$ cat src/rtl/alu_driver_if.sv
// alu_driver_if: command, ALU-port and response signals of the ALU command driver.
interface alu_driver_if #(
    parameter int DATA_W = 12,
    parameter int INST_W = 3
);
    logic              i_cmd_valid;
    logic              o_cmd_ready;
    logic [DATA_W-1:0] i_cmd_a;
    logic [DATA_W-1:0] i_cmd_b;
    logic [INST_W-1:0] i_cmd_inst;
    logic              o_alu_valid;
    logic [DATA_W-1:0] o_alu_data_a;
    logic [DATA_W-1:0] o_alu_data_b;
    logic [INST_W-1:0] o_alu_inst;
    logic              i_alu_valid;
    logic [DATA_W-1:0] i_alu_data;
    logic              i_alu_overflow;
    logic              o_rsp_valid;
    logic              i_rsp_ready;
    logic [DATA_W-1:0] o_rsp_data;
    logic              o_rsp_overflow;
    logic              o_rsp_timeout;
    logic              o_busy;
    logic [7:0]        o_ovf_count;

    modport master (
        input  i_cmd_valid, i_cmd_a, i_cmd_b, i_cmd_inst,
        input  i_alu_valid, i_alu_data, i_alu_overflow, i_rsp_ready,
        output o_cmd_ready, o_alu_valid, o_alu_data_a, o_alu_data_b, o_alu_inst,
        output o_rsp_valid, o_rsp_data, o_rsp_overflow, o_rsp_timeout, o_busy, o_ovf_count
    );

    modport slave (
        output i_cmd_valid, i_cmd_a, i_cmd_b, i_cmd_inst,
        output i_alu_valid, i_alu_data, i_alu_overflow, i_rsp_ready,
        input  o_cmd_ready, o_alu_valid, o_alu_data_a, o_alu_data_b, o_alu_inst,
        input  o_rsp_valid, o_rsp_data, o_rsp_overflow, o_rsp_timeout, o_busy, o_ovf_count
    );
endinterface

$ cat src/rtl/alu_driver.sv
// alu_driver: issues one command at a time to the ALU, waits for its response
// (or a timeout) and buffers results in a small FIFO for the downstream consumer.
module alu_driver #(
    parameter int DATA_W     = 12,
    parameter int INST_W     = 3,
    parameter int TIMEOUT    = 4,
    parameter int FIFO_DEPTH = 4
) (
    input logic i_clk,
    input logic i_rst_n,
    alu_driver_if.master bus
);
    localparam int AW = $clog2(FIFO_DEPTH);
    localparam int TW = $clog2(TIMEOUT);

    typedef enum logic [1:0] {IDLE, ISSUE, WAIT} state_t;

    state_t            state_q, state_d;
    logic              rdy_en_q;
    logic              alu_valid_q, alu_valid_d;
    logic [DATA_W-1:0] a_q, a_d, b_q, b_d;
    logic [INST_W-1:0] inst_q, inst_d;
    logic [TW-1:0]     timer_q, timer_d;
    logic [AW-1:0]     wr_q, wr_d, rd_q, rd_d;
    logic [AW:0]       cnt_q, cnt_d;
    logic [7:0]        ovf_cnt_q, ovf_cnt_d;
    logic [DATA_W-1:0] mem_data [FIFO_DEPTH];
    logic              mem_ovf  [FIFO_DEPTH];
    logic              mem_to   [FIFO_DEPTH];
    logic              accept, push, pop, push_ovf, push_to, not_empty, expire;
    logic [DATA_W-1:0] push_data;

    assign not_empty = cnt_q != '0;
    assign expire    = timer_q == TW'(TIMEOUT - 1);
    // rdy_en_q keeps ready low until the first edge after reset release
    assign bus.o_cmd_ready = state_q == IDLE && rdy_en_q && cnt_q < (AW+1)'(FIFO_DEPTH);
    assign accept    = bus.i_cmd_valid && bus.o_cmd_ready;
    assign pop       = bus.i_rsp_ready && not_empty;

    always_comb begin
        state_d     = state_q;
        alu_valid_d = 1'b0;
        a_d         = a_q;
        b_d         = b_q;
        inst_d      = inst_q;
        timer_d     = timer_q;
        push        = 1'b0;
        push_data   = '0;
        push_ovf    = 1'b0;
        push_to     = 1'b0;
        case (state_q)
            IDLE: if (accept) begin
                a_d         = bus.i_cmd_a;
                b_d         = bus.i_cmd_b;
                inst_d      = bus.i_cmd_inst;
                alu_valid_d = 1'b1;
                state_d     = ISSUE;
            end
            ISSUE: begin
                timer_d = '0;
                state_d = WAIT;
            end
            WAIT: if (bus.i_alu_valid) begin
                push      = 1'b1;
                push_data = bus.i_alu_data;
                push_ovf  = bus.i_alu_overflow;
                state_d   = IDLE;
            end else if (expire) begin
                push    = 1'b1;
                push_to = 1'b1;
                state_d = IDLE;
            end else begin
                timer_d = timer_q + 1'b1;
            end
            default: state_d = IDLE;
        endcase
        wr_d      = push ? wr_q + 1'b1 : wr_q;
        rd_d      = pop ? rd_q + 1'b1 : rd_q;
        cnt_d     = cnt_q + (AW+1)'(push) - (AW+1)'(pop);
        ovf_cnt_d = (push && push_ovf && ovf_cnt_q != 8'hFF) ? ovf_cnt_q + 8'd1 : ovf_cnt_q;
    end

    always_ff @(posedge i_clk or negedge i_rst_n) begin
        if (!i_rst_n) begin
            state_q     <= IDLE;
            rdy_en_q    <= 1'b0;
            alu_valid_q <= 1'b0;
            a_q         <= '0;
            b_q         <= '0;
            inst_q      <= '0;
            timer_q     <= '0;
            wr_q        <= '0;
            rd_q        <= '0;
            cnt_q       <= '0;
            ovf_cnt_q   <= '0;
        end else begin
            state_q     <= state_d;
            rdy_en_q    <= 1'b1;
            alu_valid_q <= alu_valid_d;
            a_q         <= a_d;
            b_q         <= b_d;
            inst_q      <= inst_d;
            timer_q     <= timer_d;
            wr_q        <= wr_d;
            rd_q        <= rd_d;
            cnt_q       <= cnt_d;
            ovf_cnt_q   <= ovf_cnt_d;
        end
    end

    // storage needs no reset: the head is masked whenever the FIFO is empty
    always_ff @(posedge i_clk) begin
        if (push) begin
            mem_data[wr_q] <= push_data;
            mem_ovf[wr_q]  <= push_ovf;
            mem_to[wr_q]   <= push_to;
        end
    end

    assign bus.o_alu_valid    = alu_valid_q;
    assign bus.o_alu_data_a   = a_q;
    assign bus.o_alu_data_b   = b_q;
    assign bus.o_alu_inst     = inst_q;
    assign bus.o_rsp_valid    = not_empty;
    assign bus.o_rsp_data     = not_empty ? mem_data[rd_q] : '0;
    assign bus.o_rsp_overflow = not_empty && mem_ovf[rd_q];
    assign bus.o_rsp_timeout  = not_empty && mem_to[rd_q];
    assign bus.o_busy         = state_q != IDLE;
    assign bus.o_ovf_count    = ovf_cnt_q;
endmodule

$ cat src/flat_wrapper.sv
// flat-port wrapper written by rule: the top's interface ports become plain ports
module alu_driver_flat 
#(
    parameter int DATA_W     = 12,
    parameter int INST_W     = 3,
    parameter int TIMEOUT    = 4,
    parameter int FIFO_DEPTH = 4
)
  (i_clk, i_rst_n, bus_i_cmd_valid, bus_i_cmd_a, bus_i_cmd_b, bus_i_cmd_inst, bus_i_alu_valid, bus_i_alu_data, bus_i_alu_overflow, bus_i_rsp_ready, bus_o_cmd_ready, bus_o_alu_valid, bus_o_alu_data_a, bus_o_alu_data_b, bus_o_alu_inst, bus_o_rsp_valid, bus_o_rsp_data, bus_o_rsp_overflow, bus_o_rsp_timeout, bus_o_busy, bus_o_ovf_count);
  alu_driver_if #(.DATA_W(DATA_W), .INST_W(INST_W)) bus_i ();
  input logic i_clk;
  input logic i_rst_n;
  input wire logic [$bits(bus_i.i_cmd_valid)-1:0] bus_i_cmd_valid;
  input wire logic [$bits(bus_i.i_cmd_a)-1:0] bus_i_cmd_a;
  input wire logic [$bits(bus_i.i_cmd_b)-1:0] bus_i_cmd_b;
  input wire logic [$bits(bus_i.i_cmd_inst)-1:0] bus_i_cmd_inst;
  input wire logic [$bits(bus_i.i_alu_valid)-1:0] bus_i_alu_valid;
  input wire logic [$bits(bus_i.i_alu_data)-1:0] bus_i_alu_data;
  input wire logic [$bits(bus_i.i_alu_overflow)-1:0] bus_i_alu_overflow;
  input wire logic [$bits(bus_i.i_rsp_ready)-1:0] bus_i_rsp_ready;
  output wire logic [$bits(bus_i.o_cmd_ready)-1:0] bus_o_cmd_ready;
  output wire logic [$bits(bus_i.o_alu_valid)-1:0] bus_o_alu_valid;
  output wire logic [$bits(bus_i.o_alu_data_a)-1:0] bus_o_alu_data_a;
  output wire logic [$bits(bus_i.o_alu_data_b)-1:0] bus_o_alu_data_b;
  output wire logic [$bits(bus_i.o_alu_inst)-1:0] bus_o_alu_inst;
  output wire logic [$bits(bus_i.o_rsp_valid)-1:0] bus_o_rsp_valid;
  output wire logic [$bits(bus_i.o_rsp_data)-1:0] bus_o_rsp_data;
  output wire logic [$bits(bus_i.o_rsp_overflow)-1:0] bus_o_rsp_overflow;
  output wire logic [$bits(bus_i.o_rsp_timeout)-1:0] bus_o_rsp_timeout;
  output wire logic [$bits(bus_i.o_busy)-1:0] bus_o_busy;
  output wire logic [$bits(bus_i.o_ovf_count)-1:0] bus_o_ovf_count;
  assign bus_i.i_cmd_valid = bus_i_cmd_valid;
  assign bus_i.i_cmd_a = bus_i_cmd_a;
  assign bus_i.i_cmd_b = bus_i_cmd_b;
  assign bus_i.i_cmd_inst = bus_i_cmd_inst;
  assign bus_i.i_alu_valid = bus_i_alu_valid;
  assign bus_i.i_alu_data = bus_i_alu_data;
  assign bus_i.i_alu_overflow = bus_i_alu_overflow;
  assign bus_i.i_rsp_ready = bus_i_rsp_ready;
  assign bus_o_cmd_ready = bus_i.o_cmd_ready;
  assign bus_o_alu_valid = bus_i.o_alu_valid;
  assign bus_o_alu_data_a = bus_i.o_alu_data_a;
  assign bus_o_alu_data_b = bus_i.o_alu_data_b;
  assign bus_o_alu_inst = bus_i.o_alu_inst;
  assign bus_o_rsp_valid = bus_i.o_rsp_valid;
  assign bus_o_rsp_data = bus_i.o_rsp_data;
  assign bus_o_rsp_overflow = bus_i.o_rsp_overflow;
  assign bus_o_rsp_timeout = bus_i.o_rsp_timeout;
  assign bus_o_busy = bus_i.o_busy;
  assign bus_o_ovf_count = bus_i.o_ovf_count;
  alu_driver #(.DATA_W(DATA_W), .INST_W(INST_W), .TIMEOUT(TIMEOUT), .FIFO_DEPTH(FIFO_DEPTH)) u_core (.i_clk(i_clk), .i_rst_n(i_rst_n), .bus(bus_i));
endmodule
$ cat config.mk
export PLATFORM = sky130hd
export DESIGN_NAME = alu_driver_flat
export DESIGN_NICKNAME = d
export VERILOG_FILES = /design/src/rtl/alu_driver_if.sv /design/src/rtl/alu_driver.sv /design/src/flat_wrapper.sv
export SDC_FILE = /design/constraint.sdc
export NUM_CORES = 1
export LEC_CHECK = 0
export BUFFER_PORTS_ARGS = -buffer_cell sky130_fd_sc_hd__buf_4
export CAP_MARGIN = 0
export CORE_AREA = 2 2 93 95
export CTS_CLUSTER_SIZE = 20
export DETAILED_ROUTE_END_ITERATION = 8
export DIE_AREA = 0 0 95 97
export PLACE_DENSITY = 0.9
export SYNTH_ARGS = -nofsm -noshare
export SYNTH_HDL_FRONTEND = slang
export SYNTH_SLANG_ARGS = --single-unit
$ cat constraint.sdc
create_clock -name i_clk -period 2.5 [get_ports i_clk]
set_input_delay 0.5 -clock i_clk [delete_from_list [all_inputs] [get_ports i_clk]]
set_output_delay 0.5 -clock i_clk [all_outputs]
set_load 0.01 [all_outputs]
==> flow_metrics.env, run 1 <==
export IMPL_outcome="complete, no violations"
export IMPL_final_cell_mix="buf_4, edfxtp_1, dfrtp_1"
export IMPL_drc=0
export IMPL_grt_total_usage_pct=19.5
export IMPL_routed_wl_um=8320
export IMPL_clock_latency_ns=0.37
export IMPL_hp_class="input port to asynchronous set/reset pin"
export IMPL_stdcell_count=473
export IMPL_critPathTopFamily="adder cells"
export IMPL_ys_ff_latch=104
export IMPL_num_antenna_cells=0
export IMPL_drv_cap=0
export IMPL_cts_root_buf="clkbuf_8"
export IMPL_firstDrtPassIters=4
export IMPL_cp_end_kind="flip-flop"
export IMPL_io_buffers=97
export IMPL_slew_headroom_pct=50.4
export IMPL_grt_pass1_wl_um=13400
export IMPL_reg2reg_from="u_core.cnt_q[1]"
export IMPL_num_rows=33
export IMPL_finalCritPeriodShare_pct=95.0
export IMPL_critPathRequiredTime_ns=2.75
export IMPL_final_util_pct=66.2
export IMPL_h_tree_depth=3
export IMPL_syn_area_per_cell_um2=16.9
export IMPL_finalSetupTns_ns=0
export IMPL_finalClockSkew_ns=0.0173
export IMPL_seq_area_mm2=0.00288
export IMPL_critical_path_max_fanout=3
export IMPL_slew_viol_final=0
export IMPL_period_needed_ns=2.37
export IMPL_worstMarginPinSlew_ns=0.741
export IMPL_worstSetupPathType="flip-flop to flip-flop"
export IMPL_drtIter0Drc=104
export IMPL_syn2layout_area_growth_pct=25.1
export IMPL_cp_buffers_inverters=2
export IMPL_fillerInstances=526
export IMPL_power_leakage_nw=2.31
export IMPL_synth_cell_types=38
export IMPL_die_h_um=97
export IMPL_grt_pass1_vias=2634
export IMPL_cpPeakStageDelay_ns=0.41
export IMPL_die_x_um=95
export IMPL_core_region_area_mm2=0.00813
export IMPL_synthCells=255
export IMPL_multi_input_area_mm2=0.00133
export IMPL_design_die_area_mm2=0.00922
export IMPL_dr_total_vias=2461
export IMPL_met2WireLength_um=4840
export IMPL_antenna_found_initial=0
export IMPL_hold_viol=0
export IMPL_synth_edff_count=56
export IMPL_clk_path_buf_depth=2
export IMPL_vdd_ir_drop_max_v=0.000606
export IMPL_fin_nets=417
export IMPL_hpwl_um=5950
export IMPL_met3_length_um=260
export IMPL_cts_sink_count=104
export IMPL_path_clk_slew_ns=0.11
export IMPL_cpMaxStageDelayCell="fa_1"
export IMPL_yosysWarnings=0
export IMPL_rrSetupSlack_ns=0.13
export IMPL_ys_flop_type="edfxtp_1"
export IMPL_dp_cells=454
export IMPL_grt_start_max_net_pins=49
export IMPL_final_common_cell="buf_4"
export IMPL_fmax_ghz=0.421
export IMPL_post_drt_wl_per_cell_um=17.6
export IMPL_cts_buffers=9
export IMPL_viasPerCell=5.20
export IMPL_cts_tree="done"
export IMPL_async_flop_share_pct=46.2
export IMPL_setup_violations=0
export IMPL_drive_above_1_share_pct=46.5
export IMPL_drt_met1_wl_um=3080
export IMPL_power_density_cell_area_mw_per_mm2=1060
export IMPL_top_layer_used="met4"
export IMPL_syn_area_mm2=0.00430
export IMPL_io_pins=98
export IMPL_grt_overflow=0
export IMPL_cp_arrival_ns=2.62
export IMPL_rr_worst_depth=9
export IMPL_cp_cell_sequence="or3_1 -> and2_1 -> ha_1 -> inv_1 -> ha_1 -> inv_1 -> fa_1 -> xnor2_2 -> xnor2_1"
export IMPL_crit_path_start_kind="flip-flop"
export IMPL_ant_nets=0
export IMPL_reg2reg_to="u_core.cnt_q[2]"
export IMPL_routabilityCongestion=0.715
export IMPL_synth_net_count=309
export IMPL_yosysSeqAreaShare_pct=67.0
export IMPL_start_util_pct=52.9
[final cells by class]
type	count	share of cell area [%]
Clock buffer	10	2.37
Clock inverter	6	0.952
Inverter	9	0.627
Multi-Input combinational cell	132	24.7
Sequential cell	104	53.5
Tap cell	105	2.44
Timing Repair Buffer	107	15.4
[Yosys cell counts (3+ instances only)]
library cell  count  area, um^2
mux4_2           14         315
and2_1           31         194
ha_1              8         100
edfxtp_1         56        1680
buf_2             4        20.0
dfrtp_1          48        1200
mux2_4            8         120
nand2_1          10        37.5
clkbuf_1          3        11.3
buf_6             3        33.8
xnor2_1           8        70.1
inv_1             9        33.8
mux2_2           21         236
[registers in the layout, summed over array words and instances, names as in the netlist]
name                     flops
u_core.bus.o_alu_inst        3
u_core.mem_to                4
u_core.cnt_q                 3
u_core.timer_q               2
u_core.bus.o_ovf_count       8
u_core.mem_ovf               4
u_core.rdy_en_q              1
u_core.bus.o_alu_valid       1
u_core.bus.o_alu_data_b     12
u_core.state_q               2
u_core.rd_q                  2
u_core.mem_data             48
u_core.wr_q                  2
u_core.bus.o_alu_data_a     12
[cell families (layout without fill, tap and decap cells)]
group | after synthesis | count (layout) | share of synthesized area, %
muxes | 44 | 44 | 15.8
xor gates and xnor gates | 10 | 10 | 2.04
other | 1 | 1 | 0.0871
and+or+nand+nor | 59 | 59 | 8.58
DFF | 104 | 104 | 67.0
AOI/OAI and AO/OA | 9 | 9 | 1.40
buffers and inverters | 19 | 132 | 2.30
adders and majority gates | 9 | 9 | 2.79
[layer usage]
layer  global-route usage [%]  vias to the layer above
li1                         -                     1143
met1                     22.2                     1249
met2                     36.0                       57
met3                     2.80                       12
met4                     7.58                        0
met5                        0                        -
[power breakdown]
group          internal, mW  total [mW]  leakage (nW)  switching (mW)
clock                 0.379       0.962        0.0897           0.582
combinational          1.33        2.30          1.12           0.964
sequential             2.20        2.46          1.10           0.255
total                  3.92        5.72          2.31            1.80
[stage by stage]
step / cell area (um^2) / total power, mW / hold WS, ns / setup slack, ns
3_5_place_dp: 5180 / 4.75 / 0.496 / 0.142
6_report: 5390 / 5.72 / 0.127 / 0.125
4_1_cts: 5360 / 5.71 / 0.138 / 0.0920
5_1_grt: 5390 / 6.03 / 0.173 / -0.0122
3_3_place_gp: 5180 / 4.64 / 0.489 / 0.250
2_1_floorplan: 4300 / 3.73 / 0.204 / 0.224
[how the worst max path moves through the flow]
stage,start,slack [ns],cells after the start,end
floorplan,u_core.cnt_q[1],0.22,9,u_core.cnt_q[2]
global placement,u_core.cnt_q[1],0.25,9,u_core.cnt_q[2]
detailed placement,u_core.cnt_q[1],0.14,9,u_core.cnt_q[2]
CTS,u_core.rd_q[0],0.09,4,bus_o_rsp_timeout
global route,u_core.cnt_q[1],-0.01,9,u_core.cnt_q[2]
finish,u_core.cnt_q[1],0.13,9,u_core.cnt_q[2]
[timing repair]
action                     in CTS  in global routing
hold endpoints to repair        0                  0
buffers inserted                0                  3
hold buffers                    0                  0
resized for setup               0                  2
setup endpoints to repair       0                  1
No activity file was read; power rests on OpenSTA's default activity.
==> run 2, diff against run 1 <==
Settings changed: CTS_BUF_LIST set to sky130_fd_sc_hd__clkbuf_16, CTS_CLUSTER_DIAMETER set to 100, MAX_ROUTING_LAYER set to met4.
==> run 2 against run 1 <==
Critical path depth unchanged. Global-route usage increased by 1.4 points. Sequential share of layout area decreased by 0.94 points. First-iteration DRC count decreased by 3.8%. Register-to-register slack about the same. Power increased by 6.5%. Utilization increased by 1.2 points.
==> flow_metrics.env, run 2 (same netlist as run 1, synthesis figures left out) <==
export IMPL_outcome="complete, no violations"
export IMPL_final_area_mm2=0.00548
export IMPL_hold_viol=0
export IMPL_cts_tree="done"
export IMPL_grt_total_usage_pct=20.9
export IMPL_power_leakage_nw=2.35
export IMPL_cp_arrival_ns=2.61
export IMPL_die_h_um=97
export IMPL_critical_path_max_fanout=3
export IMPL_rr_worst_depth=9
export IMPL_hpwl_um=5950
export IMPL_period_needed_ns=2.39
export IMPL_worstMarginPinSlew_ns=0.794
export IMPL_worstSetupPathType="flip-flop to flip-flop"
export IMPL_cts_root_buf="clkbuf_16"
export IMPL_slew_headroom_pct=46.4
export IMPL_grt_overflow=0
export IMPL_gr_usage_met3_pct=2.80
export IMPL_rrSetupSlack_ns=0.11
export IMPL_place_area_mm2=0.00518
export IMPL_num_rows=33
export IMPL_cp_end_kind="flip-flop"
export IMPL_design_die_area_mm2=0.00922
export IMPL_ant_nets=0
export IMPL_io_pins=98
export IMPL_reg2reg_to="u_core.cnt_q[2]"
export IMPL_grt_busiest_layer="met2"
export IMPL_largest_reg_flops=48
export IMPL_grt_pass1_wl_um=13900
export IMPL_final_common_cell="buf_4"
export IMPL_routabilityCongestion=0.724
export IMPL_drtIter0Drc=100
export IMPL_stdcell_count=472
export IMPL_power_density_cell_area_mw_per_mm2=1110
export IMPL_vdd_ir_drop_max_v=0.000681
export IMPL_h_tree_depth=3
export IMPL_dp_cells=454
export IMPL_cts_sink_count=104
export IMPL_dr_total_vias=2510
export IMPL_clock_latency_ns=0.34
export IMPL_die_x_um=95
export IMPL_fin_nets=416
export IMPL_grtUsageMet1_pct=22.9
export IMPL_finalClockSkew_ns=0.0125
export IMPL_io_buffers=97
export IMPL_path_clk_slew_ns=0.07
export IMPL_post_drt_wl_per_cell_um=18.6
export IMPL_firstDrtPassIters=4
export IMPL_crit_path_start_kind="flip-flop"
export IMPL_start_util_pct=52.9
export IMPL_dp_slack_ns=0.142
export IMPL_drv_cap=0
export IMPL_cts_buffers=9
export IMPL_viasPerCell=5.32
export IMPL_grt_start_max_net_pins=49
export IMPL_syn2layout_area_growth_pct=27.4
export IMPL_critPathRequiredTime_ns=2.72
export IMPL_slew_viol_final=0
export IMPL_routed_wl_um=8790
export IMPL_drive_above_1_share_pct=46.6
export IMPL_final_cell_mix="buf_4, edfxtp_1, dfrtp_1"
export IMPL_drc=0
export IMPL_setup_violations=0
export IMPL_grt_use_met2_pct=37.2
export IMPL_regMostFlops="u_core.mem_data"
export IMPL_grt_pass1_vias=2700
export IMPL_finalCritPeriodShare_pct=95.6
export IMPL_fmax_ghz=0.419
export IMPL_postCtsHoldBufs=0
export IMPL_setup_ws_ns=0.111
export IMPL_antenna_found_initial=0
export IMPL_hp_class="input port to asynchronous set/reset pin"
export IMPL_num_antenna_cells=0
export IMPL_clk_path_buf_depth=2
export IMPL_core_region_area_mm2=0.00813
export IMPL_reg2reg_from="u_core.cnt_q[2]"
-- run 2: layer usage --
| metal | up-vias | wire (um) |
|---|---|---|
| li1 | 1150 | - |
| met1 | 1283 | 3230 |
| met2 | 63 | 5140 |
| met3 | 14 | 247 |
| met4 | 0 | 168 |
| met5 | - | 0 |
-- run 2: critical path: stages (launching register included) --
cell     delay, ns
dfrtp_2       0.46
or3_1         0.40
and2_4        0.19
ha_1          0.29
inv_1         0.06
ha_1          0.14
inv_1         0.05
fa_1          0.40
xnor2_2       0.16
xnor2_1       0.13
-- run 2: power by group --
part	switching [mW]	total, mW	internal (mW)
sequential	0.271	2.48	2.21
clock	0.623	1.31	0.688
combinational	0.975	2.30	1.33
total	1.87	6.09	4.22
-- run 2: through the flow --
step | util (%) | hold WS [ns] | setup TNS, ns | power, mW
floorplan | - | 0.204 | 0 | 3.73
global placement | 63.6 | 0.489 | 0 | 4.64
detailed placement | 63.6 | 0.496 | 0 | 4.75
CTS | 67.1 | 0.176 | 0 | 6.09
global route | 67.4 | 0.223 | -0.00134 | 6.40
finish | 67.4 | 0.158 | 0 | 6.09
-- run 2: worst max-delay path by stage --
stage / start / endpoint / depth (start not counted)
2_1_floorplan: u_core.cnt_q[1] / u_core.cnt_q[2] / 9
5_1_grt: u_core.cnt_q[2] / u_core.cnt_q[2] / 9
6_report: u_core.cnt_q[2] / u_core.cnt_q[2] / 9
4_1_cts: u_core.rd_q[0] / bus_o_rsp_data[3] / 4
3_5_place_dp: u_core.cnt_q[1] / u_core.cnt_q[2] / 9
3_3_place_gp: u_core.cnt_q[1] / u_core.cnt_q[2] / 9
-- run 2: final cells by class --
cell class              count  area, um^2
clock buffers               9         225
clock inverters             7        55.1
fillers                   520        2650
inverters                   9        33.8
multi-input cells         132        1330
flip-flops and latches    104        2880
well taps                 105         131
repair buffers            106         821
-- run 2: what timing repair did --
| action | in CTS | in global routing |
|---|---|---|
| gates resized for setup | 0 | 3 |
| setup buffers | 0 | 2 |
| hold endpoints to repair | 0 | 0 |
| setup endpoints to repair | 0 | 1 |
==> run 3, diff against run 2 <==
Settings changed: CTS_CLUSTER_SIZE 20 to 28, PLACE_DENSITY 0.9 to 0.78, RECOVER_POWER set to 100.
==> run 3 against run 2 <==
Utilization shrank 3.0 points. Clock power is essentially flat. Global-route usage shrank 1.5 points. Maximum frequency grew 2.4%. Final cell count grew 0.85%. Worst hold slack gained 0.21 ns. Sequential share of layout area grew 2.4 points. Die area is the same. Wire length shrank 9.3%. First-iteration DRC count shrank 4.0%. Critical path type unchanged. Largest cell class unchanged. Highest routed layer unchanged.
==> flow_metrics.env, run 3 (same netlist as run 1, synthesis figures left out) <==
export IMPL_finalClockSkew_ns=0.0103
export IMPL_stdcell_count=476
export IMPL_worstSetupPathType="flip-flop to flip-flop"
export IMPL_grt_start_max_net_pins=49
export IMPL_dr_total_vias=2437
export IMPL_die_x_um=95
export IMPL_reg2reg_from="u_core.cnt_q[1]"
export IMPL_cts_sink_count=104
export IMPL_cp_end_kind="flip-flop"
export IMPL_h_tree_depth=3
export IMPL_outcome="complete, no violations"
export IMPL_grt_overflow=0
export IMPL_final_common_cell="buf_4"
export IMPL_firstDrtPassIters=4
export IMPL_cp_arrival_ns=2.59
export IMPL_antenna_found_initial=0
export IMPL_grt_total_usage_pct=19.4
export IMPL_cts_setup_buffers=0
export IMPL_clk_path_buf_depth=2
export IMPL_fmax_ghz=0.429
export IMPL_cts_repair_resized=0
export IMPL_power_density_cell_area_mw_per_mm2=1070
export IMPL_setup_ws_ns=0.167
export IMPL_cts_root_buf="clkbuf_16"
export IMPL_io_buffers=97
export IMPL_fin_nets=420
export IMPL_path_clk_slew_ns=0.07
export IMPL_routabilityCongestion=0.707
export IMPL_multi_input_area_mm2=0.00127
export IMPL_finalCritPeriodShare_pct=93.3
export IMPL_io_pins=98
export IMPL_drtIter0Drc=96
export IMPL_post_drt_wl_per_cell_um=16.7
export IMPL_rsz0062_at_grt="no"
export IMPL_drive_above_1_share_pct=31.8
export IMPL_num_antenna_cells=0
export IMPL_dp_cells=460
export IMPL_crit_path_start_kind="flip-flop"
export IMPL_power_leakage_nw=2.11
export IMPL_regMostFlops="u_core.mem_data"
export IMPL_critical_path_max_fanout=3
export IMPL_final_cell_mix="buf_4, edfxtp_1, dfrtp_1"
export IMPL_worstMarginPinSlew_ns=1.19
export IMPL_top_layer_used="met4"
export IMPL_hold_viol=0
export IMPL_setup_violations=0
export IMPL_grt_pass1_vias=2585
export IMPL_final_util_pct=64.5
export IMPL_hp_class="input port to flip-flop"
export IMPL_design_die_area_mm2=0.00922
export IMPL_hold_start="bus_i_cmd_a[2]"
export IMPL_syn2layout_area_growth_pct=21.8
export IMPL_drc=0
export IMPL_place_area_mm2=0.00520
export IMPL_slew_headroom_pct=20.5
export IMPL_finalSetupTns_ns=0
export IMPL_vdd_ir_drop_max_v=0.000528
export IMPL_drv_cap=0
export IMPL_seq_area_mm2=0.00288
export IMPL_core_region_area_mm2=0.00813
export IMPL_p_total_mw=5.61
export IMPL_num_rows=33
export IMPL_clock_latency_ns=0.34
export IMPL_routed_wl_um=7970
export IMPL_reg2reg_to="u_core.cnt_q[2]"
export IMPL_hpwl_um=5500
export IMPL_rrSetupSlack_ns=0.17
export IMPL_cts_tree="done"
export IMPL_die_h_um=97
export IMPL_grt_pass1_wl_um=12900
export IMPL_met3_length_um=217
export IMPL_met2WireLength_um=4460
export IMPL_ant_nets=0
export IMPL_critPathRequiredTime_ns=2.76
export IMPL_final_area_mm2=0.00524
export IMPL_hold_path_end="u_core.bus.o_alu_data_a[2]"
export IMPL_cts_buffers=9
export IMPL_slew_viol_final=0
export IMPL_rr_worst_depth=9
export IMPL_postCtsHoldBufs=0
export IMPL_dp_slack_ns=0.160
export IMPL_fin_hold_ws_ns=0.370
export IMPL_drt_met1_wl_um=3190
export IMPL_hold_path_cell_count=2
export IMPL_fillerInstances=633
export IMPL_period_needed_ns=2.33
export IMPL_start_util_pct=52.9
export IMPL_viasPerCell=5.12
export IMPL_largest_reg_flops=48
## run 3: cell count changes in the layout (fill, tap and decap cells not counted), moves of 2 or more
cell / before / now
and2_1: 30 / 4
mux2_4: 8 / 0
buf_12: 2 / 0
clkbuf_1: 0 / 43
clkbuf_2: 0 / 8
and2_0: 0 / 27
buf_4: 104 / 59
mux2_1: 0 / 8
nor3b_1: 0 / 2
inv_6: 2 / 4
## run 3: power breakdown
group | total (mW) | switching, mW | leakage, nW | internal [mW]
clock | 1.30 | 0.615 | 0.131 | 0.683
combinational | 1.89 | 0.921 | 0.879 | 0.965
sequential | 2.43 | 0.224 | 1.10 | 2.21
total | 5.61 | 1.76 | 2.11 | 3.85
## run 3: per-layer routing
layer,track usage [%],up-vias
met5,-,-
met2,33.5,47
li1,-,1160
met1,23.2,1221
met3,2.88,9
met4,6.69,0
## run 3: layout make-up
cell class | count | share of cell area, %
tap | 105 | 2.51
inverter | 9 | 0.644
sequential | 104 | 55.0
clock buffer | 9 | 4.30
timing repair buffer | 110 | 12.3
multi-input combinational | 132 | 24.3
clock inverter | 7 | 0.979
## run 3: how the worst max path moves through the flow
stage / start / endpoint / cells after the start
after floorplan: u_core.cnt_q[1] / u_core.cnt_q[2] / 9
after global placement: u_core.cnt_q[1] / u_core.cnt_q[2] / 9
after detailed placement: u_core.cnt_q[1] / u_core.cnt_q[2] / 9
after CTS: u_core.cnt_q[1] / u_core.cnt_q[2] / 9
after global routing: u_core.cnt_q[1] / u_core.cnt_q[2] / 9
final: u_core.cnt_q[1] / u_core.cnt_q[2] / 9
## run 3: critical path, cell delays in order, from the launching register on
cell     delay, ns
dfrtp_1       0.42
or3_1         0.39
and2_1        0.20
ha_1          0.29
inv_1         0.06
ha_1          0.14
inv_1         0.05
fa_1          0.37
xnor2_1       0.20
xnor2_1       0.14
